`src/rtl/dec2to4_hold.sv`:
```
// -----------------------------------------------------------------------------
// dec2to4_hold
//
// Sequential 2-to-4 decoder sitting downstream of the 4-to-2 priority encoder.
// It accepts a 2-bit code (plus an enable) over a valid/ready handshake and
// holds the matching one-hot line for HOLD_CYCLES cycles. It pulses `done` on
// the last cycle of each window and then returns to idle.
//
// Optional feature macro: DEC2TO4_QUEUE_EN
//   Defined   -> a one-entry pending register (code, en, full) lets the next
//                code be accepted while a window is active, so windows run
//                back to back with no idle gap.
//   Undefined -> no pending register. Every window is followed by at least
//                one idle cycle.
//
// Parameters
//   HOLD_CYCLES  cycles each decoded value is held, legal range 1..255
//
// Ports
//   clk        in   rising-edge clock
//   rst        in   synchronous, active-high reset
//   in_valid   in   in_code/in_en are presented
//   in_ready   out  block can accept this cycle (combinational)
//   in_code    in   encoded index, 0 -> y[0] ... 3 -> y[3]
//   in_en      in   0 holds an all-zero y for a full window ("empty" slot)
//   y          out  decoded output, one-hot or zero (registered)
//   y_valid    out  high on every cycle of a hold window (registered)
//   done       out  one-cycle pulse on the last cycle of a window (registered)
//   dbg_state  out  current FSM state (0 = IDLE, 1 = HOLD)
//
// Handshake: a transfer happens at a rising edge where in_valid && in_ready.
// in_ready depends only on rst, the FSM state and the pending-full flag, and
// never on in_valid. A producer may present data and wait, and it may change
// in_code/in_en freely until the transfer happens.
// -----------------------------------------------------------------------------
module dec2to4_hold #(
  parameter int unsigned HOLD_CYCLES = 4
) (
  input  logic       clk,
  input  logic       rst,
  input  logic       in_valid,
  output logic       in_ready,
  input  logic [1:0] in_code,
  input  logic       in_en,
  output logic [3:0] y,
  output logic       y_valid,
  output logic       done,
  output logic       dbg_state
);

  typedef enum logic {
    S_IDLE = 1'b0,
    S_HOLD = 1'b1
  } state_t;

  // A window runs from cnt = HOLD_CYCLES-1 down to 0. The cnt == 0 cycle is
  // the done cycle.
  localparam logic [7:0] CNT_RELOAD = 8'(HOLD_CYCLES - 1);
  localparam logic       DONE_ON_LOAD = (CNT_RELOAD == 8'd0);

  state_t     state_q;
  state_t     state_d;
  logic [7:0] cnt_q;
  logic [7:0] cnt_d;
  logic [3:0] y_d;
  logic       y_valid_d;
  logic       done_d;

  logic       xfer;
  logic [3:0] in_onehot;
  logic       load_en;
  logic [3:0] load_y;

  assign xfer      = in_valid && in_ready;
  assign in_onehot = in_en ? (4'b0001 << in_code) : 4'b0000;
  assign dbg_state = state_q;

`ifdef DEC2TO4_QUEUE_EN
  logic       pend_full_q;
  logic       pend_full_d;
  logic [1:0] pend_code_q;
  logic [1:0] pend_code_d;
  logic       pend_en_q;
  logic       pend_en_d;
  logic [3:0] pend_onehot;

  assign pend_onehot = pend_en_q ? (4'b0001 << pend_code_q) : 4'b0000;

  // In IDLE the pending slot is always empty, so this reads as "ready" there.
  // In HOLD it admits exactly one code ahead of the active window.
  assign in_ready = !rst && !pend_full_q;
`else
  assign in_ready = !rst && (state_q == S_IDLE);
`endif

  // ---------------------------------------------------------------------------
  // Next-state / next-output logic
  // ---------------------------------------------------------------------------
  always_comb begin
    state_d   = state_q;
    cnt_d     = cnt_q;
    y_d       = y;
    y_valid_d = y_valid;
    done_d    = 1'b0;
    load_en   = 1'b0;
    load_y    = 4'b0000;
`ifdef DEC2TO4_QUEUE_EN
    pend_full_d = pend_full_q;
    pend_code_d = pend_code_q;
    pend_en_d   = pend_en_q;
`endif

    unique case (state_q)
      S_IDLE: begin
        if (xfer) begin
          load_en = 1'b1;
          load_y  = in_onehot;
        end
      end

      S_HOLD: begin
        if (cnt_q != 8'd0) begin
          cnt_d  = cnt_q - 8'd1;
          // done is registered, so it is raised one cycle ahead of cnt == 0.
          done_d = (cnt_q == 8'd1);
`ifdef DEC2TO4_QUEUE_EN
          if (xfer) begin
            pend_full_d = 1'b1;
            pend_code_d = in_code;
            pend_en_d   = in_en;
          end
`endif
        end else begin
          // Last cycle of the window: chain into the next one or go idle.
`ifdef DEC2TO4_QUEUE_EN
          if (pend_full_q) begin
            load_en     = 1'b1;
            load_y      = pend_onehot;
            pend_full_d = 1'b0;
          end else if (xfer) begin
            // The slot is empty, so the new code bypasses it and starts the
            // next window directly.
            load_en = 1'b1;
            load_y  = in_onehot;
          end else begin
            state_d   = S_IDLE;
            cnt_d     = 8'd0;
            y_d       = 4'b0000;
            y_valid_d = 1'b0;
          end
`else
          state_d   = S_IDLE;
          cnt_d     = 8'd0;
          y_d       = 4'b0000;
          y_valid_d = 1'b0;
`endif
        end
      end

      default: begin
        state_d   = S_IDLE;
        cnt_d     = 8'd0;
        y_d       = 4'b0000;
        y_valid_d = 1'b0;
      end
    endcase

    // Start a new window. This is shared by the IDLE transfer, the pending
    // reload and the bypass path.
    if (load_en) begin
      state_d   = S_HOLD;
      cnt_d     = CNT_RELOAD;
      y_d       = load_y;
      y_valid_d = 1'b1;
      done_d    = DONE_ON_LOAD;
    end
  end

  // ---------------------------------------------------------------------------
  // State and output registers
  // ---------------------------------------------------------------------------
  always_ff @(posedge clk) begin
    if (rst) begin
      state_q <= S_IDLE;
      cnt_q   <= 8'd0;
      y       <= 4'b0000;
      y_valid <= 1'b0;
      done    <= 1'b0;
    end else begin
      state_q <= state_d;
      cnt_q   <= cnt_d;
      y       <= y_d;
      y_valid <= y_valid_d;
      done    <= done_d;
    end
  end

`ifdef DEC2TO4_QUEUE_EN
  always_ff @(posedge clk) begin
    if (rst) begin
      pend_full_q <= 1'b0;
      pend_code_q <= 2'd0;
      pend_en_q   <= 1'b0;
    end else begin
      pend_full_q <= pend_full_d;
      pend_code_q <= pend_code_d;
      pend_en_q   <= pend_en_d;
    end
  end
`endif

  // Output invariants: y carries at most one set bit. y and done are quiet
  // outside a window.
  assert property (@(posedge clk) disable iff (rst) $onehot0(y));
  assert property (@(posedge clk) disable iff (rst) !y_valid |-> (y == 4'b0000) && !done);

endmodule

```
`config.mk`:
```
export PLATFORM = sky130hd
export DESIGN_NAME = dec2to4_hold
export DESIGN_NICKNAME = d
export VERILOG_FILES = /design/src/rtl/dec2to4_hold.sv
export SDC_FILE = /design/constraint.sdc
export NUM_CORES = 1
export LEC_CHECK = 0
export BUFFER_PORTS_ARGS = -buffer_cell sky130_fd_sc_hd__buf_2
export CAP_MARGIN = 20
export CORE_MARGIN = 2
export CORE_UTILIZATION = 51
export DETAILED_ROUTE_END_ITERATION = 12
export GPL_ROUTABILITY_DRIVEN = 0
export HOLD_SLACK_MARGIN = 0.1
export PLACE_DENSITY_LB_ADDON = 0.15
export SLEW_MARGIN = 10
export SYNTH_ARGS = -nofsm -noshare
export SYNTH_HDL_FRONTEND = slang
export SYNTH_SLANG_ARGS = --single-unit
```
`constraint.sdc`:
```
create_clock -name clk -period 2.1 [get_ports clk]
set_clock_uncertainty 0.05 [all_clocks]
set_input_delay 0.525 -clock clk [delete_from_list [all_inputs] [get_ports clk]]
set_output_delay 0.525 -clock clk [all_outputs]
set_load 0.01 [all_outputs]
```
==> results.md, run 1 <==
- Number of gates resized after cts: 0
- Minimum clock period: 1.68 ns
- Per-instance average area after synthesis: 9.06 um^2
- Final net count: 102
- Setup CP Type: reg2out
- RSZ-0062 raised after global routing: no
- Clock root buffer: clkbuf_4
- Area share of the largest cell type after synthesis: 42.5%
- Type of element capturing the critical path: output pin
- Total power: 633 uW
- Floorplan row count: 13
- Netlist Area Pre-Place: 707 um^2
- Kind of start point of the critical path: flop
- Final Hold Violating Endpoints: 0
- Pwr per Cell Area: 782 nW/um^2
- Area of all placed cells without fillers: 810 um^2
- Cell type group with the largest total delay on the critical path: flip-flops
- Number of enable-type register cells in the synthesized netlist: 0
- Die area: 1700 um^2
- Worst-path clk slew: 0.09 ns
- Setup Buffers After CTS: 0
- Wire length per cell: 13.9 um
- PnR worst setup slack: 0.415 ns
- Number of diodes: 0
- Grt ovf: 0
- Portion of the post-synthesis area used by sequential elements: 42.5%
- Total Wirelength: 1510 um
- WP buf/inv: 1
- Setup Total Neg Slack: 0 ns
- Initial cell density of the core: 54.3%
- Period Utilization, post-route: 80.2%
- Detailed Routing Iterations Pass 1: 4
- Largest voltage drop on the vdd net: 0.000583 V
- H-Tree Level Count: 1
- Transition time of the tightest slew-check pin: 0.754 ns
- DIE HEIGHT: 41.2 um
- Number of DRC markers after the initial detailed-route iteration: 18
- Initial antenna violation count: 0
- Leading area contributor after synthesis: dfxtp_1
- Critical path fanouts, max: 12
- Critical path data required time: 1.52 ns
- Lkg Pwr: 0.328 nW
- Cell at the slowest stage of the critical path: dfxtp_1
- Number of pins with negative max-slew slack in the final report: 0
- Via Count: 633
- Library cell with the highest instance count after synthesis: dfxtp_1
- Yosys warns: 0
- Clock network latency to the later pin of the worst-skew pair: 0.28 ns
- Number of nets in the synthesized netlist: 86
- TritonCTS clock tree: built
- Largest net degree at the start of global routing: 13
- Ordered cell list for the critical path: nor2_1 > buf_2
- Synthesized flop and latch total: 15
- Clock buffer depth: 2
- Post-placement setup slack: 0.458 ns
- Most used standard cells in the synthesized netlist: dfxtp_1, inv_1, nand2_1
- Remaining routing DRC violations: 0
- Area contributors post-synth: dfxtp_1, ha_1, nand3_1, o22ai_1, inv_1
- Hold buffer count at CTS: 0
- Boundary pin count: 14
- Number of clock sinks seen by CTS: 15
- Setup-violating endpoint count in the final report: 0
- Layout cell share with drive strength beyond 1: 21.5%
- Instance area after placement: 783 um^2
- Core box area: 1300 um^2
- Synth Flop Type: dfxtp_1
- Worst min path class: in2reg
- HPWL after detailed placement: 1090 um
- Critical path data arrival time: 1.11 ns
- GRT Util Overall: 20.0%
- Outcome: finished, final reports clean
- Total of buffers placed on input and output ports: 13
- Crit path largest cell delay: 0.54 ns
- Wire length of the first global-routing pass: 2200 um
- Max-capacitance violation count: 0
- Gate count of the mapped netlist: 78
- Distinct cell type count after synthesis: 32
- Die Span X: 41.2 um
- FFs w/ async S/R, synth: 0%
- Vias in the first global route: 492
- Vias per inst: 5.86
- Fmax: 594 MHz
- Inserted Clock Buffers: 3
- Area grow syn2layout: 14.5%
- Tightest slew margin relative to the limit: 49.3%
- Final antenna-violating net count: 0
cell type report:
class / instances / area, um^2
tap: 15 / 18.8
clock buffer: 4 / 26.3
fill: 128 / 492
inverter: 6 / 22.5
timing repair buffer: 13 / 65.1
sequential: 15 / 300
multi-input combinational: 55 / 377
through the flow:
step / hold WS, ns / utilization (%) / instances
after floorplan: 0.423 / - / 78
after global placement: 0.410 / 60.2 / 104
after detailed placement: 0.405 / 60.2 / 104
after CTS: 0.416 / 62.2 / 108
after global routing: 0.436 / 62.2 / 108
final: 0.431 / 62.2 / 108
registers in the layout, summed over array words and instances, names as in the netlist:
name / count
done: 1
cnt_q: 8
y_valid: 1
dbg_state: 1
y: 4
kinds of logic (layout without fill, tap and decap cells):
| family | Yosys count | count (layout) | synth area share (%) |
|---|---|---|---|
| flip-flops | 15 | 15 | 42.5 |
| AND/OR/NAND/NOR | 31 | 31 | 27.3 |
| AO/OA/AOI/OAI | 20 | 20 | 19.8 |
| adder cells (fa/ha/maj) | 2 | 2 | 3.54 |
| multiplexers | 1 | 1 | 1.42 |
| XOR/XNOR | 1 | 1 | 1.24 |
| buffers and inverters | 8 | 23 | 4.25 |
cell usage in the layout (no fill, tap or decap), drive strengths merged, types with 2 or more instances in the layout:
master	Yosys	final
o31ai	2	2
ha	2	2
dfxtp	15	15
buf	0	13
nor2	3	3
clkbuf	2	4
or4	3	3
inv	6	6
nand2	6	6
nor4	4	4
nand2b	3	3
a21oi	3	3
o22ai	4	4
a211oi	2	2
o21ai	3	3
nand3	5	5
metal layers:
layer | up-vias | GRT usage [%] | share of wire (%)
li1 | 335 | - | -
met1 | 274 | 30.0 | 53
met2 | 22 | 27.0 | 41
met3 | 2 | 3.26 | 5.0
met4 | 0 | 9.68 | 0.40
met5 | - | 0 | 0
path summary, 6_finish.rpt:
| check | start | end | slack, ns | cells after the start |
|---|---|---|---|---|
| worst max register to register | cnt_q[2] | y_valid | 0.42 | 3 |
| worst min-delay path | in_code[0] | y[0] | 0.43 | 2 |
| worst max-delay path | dbg_state | in_ready | 0.42 | 2 |
| worst min register to register | y[0] | y[0] | 0.43 | 2 |
power by group:
| group | internal, mW | switching, mW | total, mW |
|---|---|---|---|
| Combinational | 0.0589 | 0.0816 | 0.140 |
| Clock | 0.0736 | 0.0909 | 0.165 |
| Sequential | 0.303 | 0.0241 | 0.328 |
Power figures use the tool's default switching activity.
==> run 2: changes to the inputs <==
==> constraint.sdc (replaced) <==
create_clock -name clk -period 1.6 [get_ports clk]
set_clock_uncertainty 0.05 [all_clocks]
set_input_delay 0.4 -clock clk [delete_from_list [all_inputs] [get_ports clk]]
set_output_delay 0.4 -clock clk [all_outputs]
set_load 0.01 [all_outputs]
==> run 2 against run 1 <==
- largest cell class unchanged
- register-to-register slack lost 0.38 ns
- combinational power up 68%
- largest power group unchanged
- critical endpoint is now cnt_q[6]
- critical path depth increased by 1
==> results.md, run 2 (synthesis results as in run 1) <==
- Number of diodes: 0
- Core box area: 1300 um^2
- Setup CP Type: reg2reg
- Ordered cell list for the critical path: or4_4 > or4_1 > a21oi_1
- Fmax: 638 MHz
- Final Hold Violating Endpoints: 0
- Setup-violating endpoint count in the final report: 0
- Area of all placed cells without fillers: 876 um^2
- Wire length per cell: 13.1 um
- Portion of total power attributed to the clock network: 24.5%
- Final core occ: 67.3%
- Endpoint of the most critical register-to-register path: cnt_q[6]
- Minimum clock period: 1.57 ns
- Proportion of total power due to net switching: 30.9%
- PnR worst setup slack: 0.0316 ns
- Pwr per Cell Area: 993 nW/um^2
- Max-capacitance violation count: 0
- Hold Startpoint: in_code[0]
- Layout cell share with drive strength beyond 1: 33.0%
- Worst setup slack for register-to-register paths: 0.03 ns
- Kind of start point of the critical path: flop
- Total of buffers placed on input and output ports: 13
- Number of clock sinks seen by CTS: 15
- Number of stages on the worst hold path: 2
- Clock buffer depth: 2
- Crit path largest cell delay: 0.57 ns
- Wire length of the first global-routing pass: 2210 um
- WP buf/inv: 0
- Biggest registers after layout: cnt_q (8), y (4)
- DIE HEIGHT: 41.2 um
- Hold worst-path end: y[0]
- Initial cell density of the core: 54.3%
- Transition time of the tightest slew-check pin: 0.399 ns
- Period Utilization, post-route: 98.0%
- Type of element capturing the critical path: flop
- Vias in the first global route: 510
- Number of pins with negative max-slew slack in the final report: 0
- HPWL after detailed placement: 1170 um
- Instance area after placement: 836 um^2
- Initial antenna violation count: 0
- Worst-path clk slew: 0.09 ns
- Final net count: 109
- Tightest slew margin relative to the limit: 73.2%
- Outcome: finished, final reports clean
- Critical path fanouts, max: 5
- TritonCTS clock tree: built
- Internal power summed over all cells: 600 uW
- Switching power: 269 uW
- Share of total power in combinational logic: 27.1%
- Die Span X: 41.2 um
- Total Wirelength: 1500 um
- Clock network latency to the later pin of the worst-skew pair: 0.28 ns
- Max FFs per register: 8
- Inserted Clock Buffers: 3
- Area grow syn2layout: 23.9%
- Final antenna-violating net count: 0
- Vias per inst: 5.85
- Leading cell types in the layout, fill and taps excluded: buf_2, dfxtp_1, buf_4
- Largest net degree at the start of global routing: 10
- Lkg Pwr: 0.367 nW
- Post-placement setup slack: 0.0152 ns
- Critical R2R Launch: cnt_q[2]
- Remaining routing DRC violations: 0
- Floorplan row count: 13
- Critical path data required time: 1.77 ns
- Count of cells along the worst register-to-register path: 3
- Number of DRC markers after the initial detailed-route iteration: 13
- Via Count: 673
- Count of fill cells added during filler insertion: 114
- Most common library cell in the layout ignoring fill and taps: buf_2
- Worst min path class: in2reg
- H-Tree Level Count: 1
- Register with the most flip-flops: cnt_q
- GRT Util Overall: 20.4%
- Grt ovf: 0
- Cell at the slowest stage of the critical path: or4_4
- Detailed Routing Iterations Pass 1: 4
- Boundary pin count: 14
- Clock root buffer: clkbuf_4
- Setup Buffers After CTS: 0
- Sequential Power Share: 48.4%
- Cell type group with the largest total delay on the critical path: simple AND/OR/NAND/NOR gates
- Die area: 1700 um^2
- RSZ-0062 raised after global routing: yes
- Critical path data arrival time: 1.74 ns
- Largest voltage drop on the vdd net: 0.000597 V
## run 2: cell count changes in the layout (fill, tap and decap cells not counted), sizes merged
cell	delta
clkbuf	-1
clkinv	+1
buf	+7
## run 2: cell type report
cell class	instances	area, um^2	share of cell area, %
multi-input cells	55	385	44.0
clock inverters	1	5.00	0.571
well taps	15	18.8	2.14
repair buffers	20	118	13.4
inverters	6	22.5	2.57
clock buffers	3	22.5	2.57
flip-flops and latches	15	304	34.7
## run 2: through the flow
step           power, mW  hold slack (ns)  instances  setup TNS (ns)
2_1_floorplan      0.569            0.423         78               0
3_5_place_dp       0.658            0.412        111               0
4_1_cts            0.876            0.297        115               0
5_1_grt            0.920            0.302        115         -0.0218
6_report           0.869            0.300        115               0
3_3_place_gp       0.651            0.407        111               0
## run 2: per-layer routing
layer / GRT usage (%) / share of wire, % / wire, um
met2: 29.7 / 48 / 718
met4: 9.68 / 0.80 / 12
met5: 0 / 0 / 0
met1: 29.0 / 47 / 712
met3: 3.26 / 3.9 / 58
## run 2: worst max-delay path by stage
stage              start        to  slack [ns]  depth (start not counted)
3_5_place_dp    cnt_q[2]  cnt_q[7]        0.02                          3
5_1_grt         cnt_q[2]  cnt_q[6]       -0.02                          3
6_report        cnt_q[2]  cnt_q[6]        0.03                          3
3_3_place_gp    cnt_q[2]  cnt_q[7]        0.06                          3
4_1_cts         cnt_q[3]  cnt_q[6]       0.007                          3
2_1_floorplan  dbg_state  cnt_q[6]        0.02                          4
## run 2: power groups by stage
stage | logic (mW) | clock network [mW] | registers [mW]
final | 0.235 | 0.213 | 0.421
after global routing | 0.258 | 0.237 | 0.424
after CTS | 0.236 | 0.220 | 0.419
after detailed placement | 0.230 | 0 | 0.428
after global placement | 0.225 | 0 | 0.427
after floorplan | 0.138 | 0 | 0.431
## run 2: timing repair
item,4_1_cts,5_1_grt
gates resized for setup,2,3
hold buffers,0,0
setup endpoints to repair,2,5
pin swaps,0,1
==> run 3: changes to the inputs <==
--- a/config.mk
+++ b/config.mk
@@ -8,7 +8,7 @@
 export BUFFER_PORTS_ARGS = -buffer_cell sky130_fd_sc_hd__buf_2
 export CAP_MARGIN = 20
 export CORE_MARGIN = 2
-export CORE_UTILIZATION = 51
+export CORE_UTILIZATION = 40
 export DETAILED_ROUTE_END_ITERATION = 12
 export GPL_ROUTABILITY_DRIVEN = 0
 export HOLD_SLACK_MARGIN = 0.1
==> run 3 against run 2 <==
- the flow now finishes with violations (setup timing)
- power is 3.9% higher
- register-to-register slack worse by 0.03 ns
- maximum frequency is 2.1% lower
- critical path depth stayed put
- die area increased by 25%
- routed wire length increased by 16%
- cell area is 5.4% higher
- sequential cell count stayed put
- via count rose by 1.0%
- hold slack worse by 0.016 ns
- critical path type unchanged
==> results.md, run 3 (synthesis results as in run 1) <==
- Number of pins with negative max-slew slack in the final report: 0
- Type of element capturing the critical path: flop
- Lkg Pwr: 0.388 nW
- Final antenna-violating net count: 0
- Period Utilization, post-route: 100%
- DIE HEIGHT: 46.0 um
- Failing checks: setup timing
- Final core occ: 54.7%
- Max-capacitance violation count: 0
- Count of fill cells added during filler insertion: 163
- Worst-path clk slew: 0.10 ns
- Transition time of the tightest slew-check pin: 0.408 ns
- Clock network latency to the later pin of the worst-skew pair: 0.29 ns
- Total power: 903 uW
- Instance area after placement: 853 um^2
- Floorplan row count: 15
- Tightest slew margin relative to the limit: 72.4%
- Cell at the slowest stage of the critical path: or4_4
- Layout cell share with drive strength beyond 1: 37.9%
- Final Hold Violating Endpoints: 0
- Sequential cell area in the final layout: 307 um^2
- Total Wirelength: 1740 um
- Max FFs per register: 8
- Multi-input logic area: 405 um^2
- GRT Util Overall: 18.9%
- Largest voltage drop on the vdd net: 0.000576 V
- Setup-violating endpoint count in the final report: 1
- Vias per inst: 5.67
- Leading cell types in the layout, fill and taps excluded: buf_2, dfxtp_1, buf_4
- Number of clock sinks seen by CTS: 15
- Pwr per Cell Area: 978 nW/um^2
- TritonCTS clock tree: built
- PnR worst setup slack: -0.00182 ns
- HPWL after detailed placement: 1260 um
- Kind of start point of the critical path: flop
- Critical path fanouts, max: 4
- Wire length per cell: 14.5 um
- Area of all placed cells without fillers: 923 um^2
- Minimum clock period: 1.60 ns
- Initial antenna violation count: 0
- Critical path data required time: 1.76 ns
- Cell type group with the largest total delay on the critical path: simple AND/OR/NAND/NOR gates
- Remaining routing DRC violations: 0
- RSZ-0062 raised after global routing: yes
- Outcome: complete, but fails checks
- Via Count: 680
- Number of diodes: 0
- Vias in the first global route: 636
- Total of buffers placed on input and output ports: 13
- Die area: 2120 um^2
- H-Tree Level Count: 1
- Worst min path class: in2reg
- Register with the most flip-flops: cnt_q
- Ordered cell list for the critical path: or4_4 > or4_1 > a21oi_1
- Crit path largest cell delay: 0.57 ns
- Number of DRC markers after the initial detailed-route iteration: 18
- Grt ovf: 0
- Initial cell density of the core: 41.9%
- Core box area: 1690 um^2
- Detailed Routing Iterations Pass 1: 4
- Final net count: 112
- Die Span X: 46.0 um
- Critical path data arrival time: 1.77 ns
- Boundary pin count: 14
- Fmax: 624 MHz
- Area grow syn2layout: 30.6%
- Inserted Clock Buffers: 3
- Largest net degree at the start of global routing: 10
- Clock root buffer: clkbuf_4
- Clock buffer depth: 2
- Setup CP Type: reg2reg
- WP buf/inv: 0
- Biggest registers after layout: cnt_q (8), y (4)
- Wire length of the first global-routing pass: 2740 um
- Most common library cell in the layout ignoring fill and taps: buf_2
-- run 3: cell count changes in the layout (fill, tap and decap cells not counted) --
| cell | before | now |
|---|---|---|
| nor2_4 | 0 | 1 |
| nor2_2 | 1 | 0 |
| buf_4 | 7 | 10 |
| nor4_2 | 1 | 2 |
| a211oi_2 | 0 | 1 |
| or4_1 | 2 | 1 |
| dfxtp_2 | 3 | 2 |
| or4_4 | 1 | 2 |
| a211oi_1 | 2 | 1 |
| dfxtp_4 | 0 | 1 |
| nor4_1 | 2 | 1 |
-- run 3: final timing paths --
path | startpoint | end | slack, ns | cells after the start
setup reg to reg | cnt_q[2] | cnt_q[6] | -0.002 | 3
hold / removal | in_code[0] | y[2] | 0.28 | 2
setup / recovery | cnt_q[2] | cnt_q[6] | -0.002 | 3
hold reg to reg | y[2] | y[2] | 0.44 | 2
-- run 3: stage by stage --
stage	hold slack [ns]	instances	setup TNS, ns	setup WS [ns]
floorplan	0.423	78	0	0.0172
global placement	0.405	115	0	0.0242
detailed placement	0.427	115	0	0.00618
CTS	0.281	119	0	0.00235
global route	0.284	120	-0.0402	-0.0346
finish	0.284	120	-0.00182	-0.00182
-- run 3: layer usage --
metal	part of all wire, %	global-route usage (%)	up-vias
met1	49	24.3	316
met5	0	0	-
met4	3.0	11.4	0
met3	3.6	4.76	6
met2	45	28.1	14
li1	-	-	344
-- run 3: final cells by class --
| cell class | count | share of cell area (%) |
|---|---|---|
| clock buffers | 3 | 2.44 |
| clock inverters | 1 | 0.542 |
| inverters | 6 | 2.44 |
| multi-input cells | 55 | 43.9 |
| flip-flops and latches | 15 | 33.2 |
| well taps | 17 | 2.30 |
| repair buffers | 23 | 15.2 |
-- run 3: report_power, final --
part / internal [mW] / total (mW) / leakage (nW) / switching [mW]
registers: 0.399 / 0.422 / 0.124 / 0.0229
logic: 0.122 / 0.260 / 0.246 / 0.137
clock network: 0.0929 / 0.221 / 0.0177 / 0.128
-- run 3: worst reg2reg max path, cell delays in order (launching register included) --
cell     delay (ns)
dfxtp_2        0.35
or4_4          0.57
or4_1          0.41
a21oi_1        0.15
-- run 3: timing repair --
action,4_1_cts,5_1_grt
gates resized for setup,3,7
setup endpoints to repair,2,11
pin swaps,0,1
hold buffers,0,0
buffers inserted,0,1
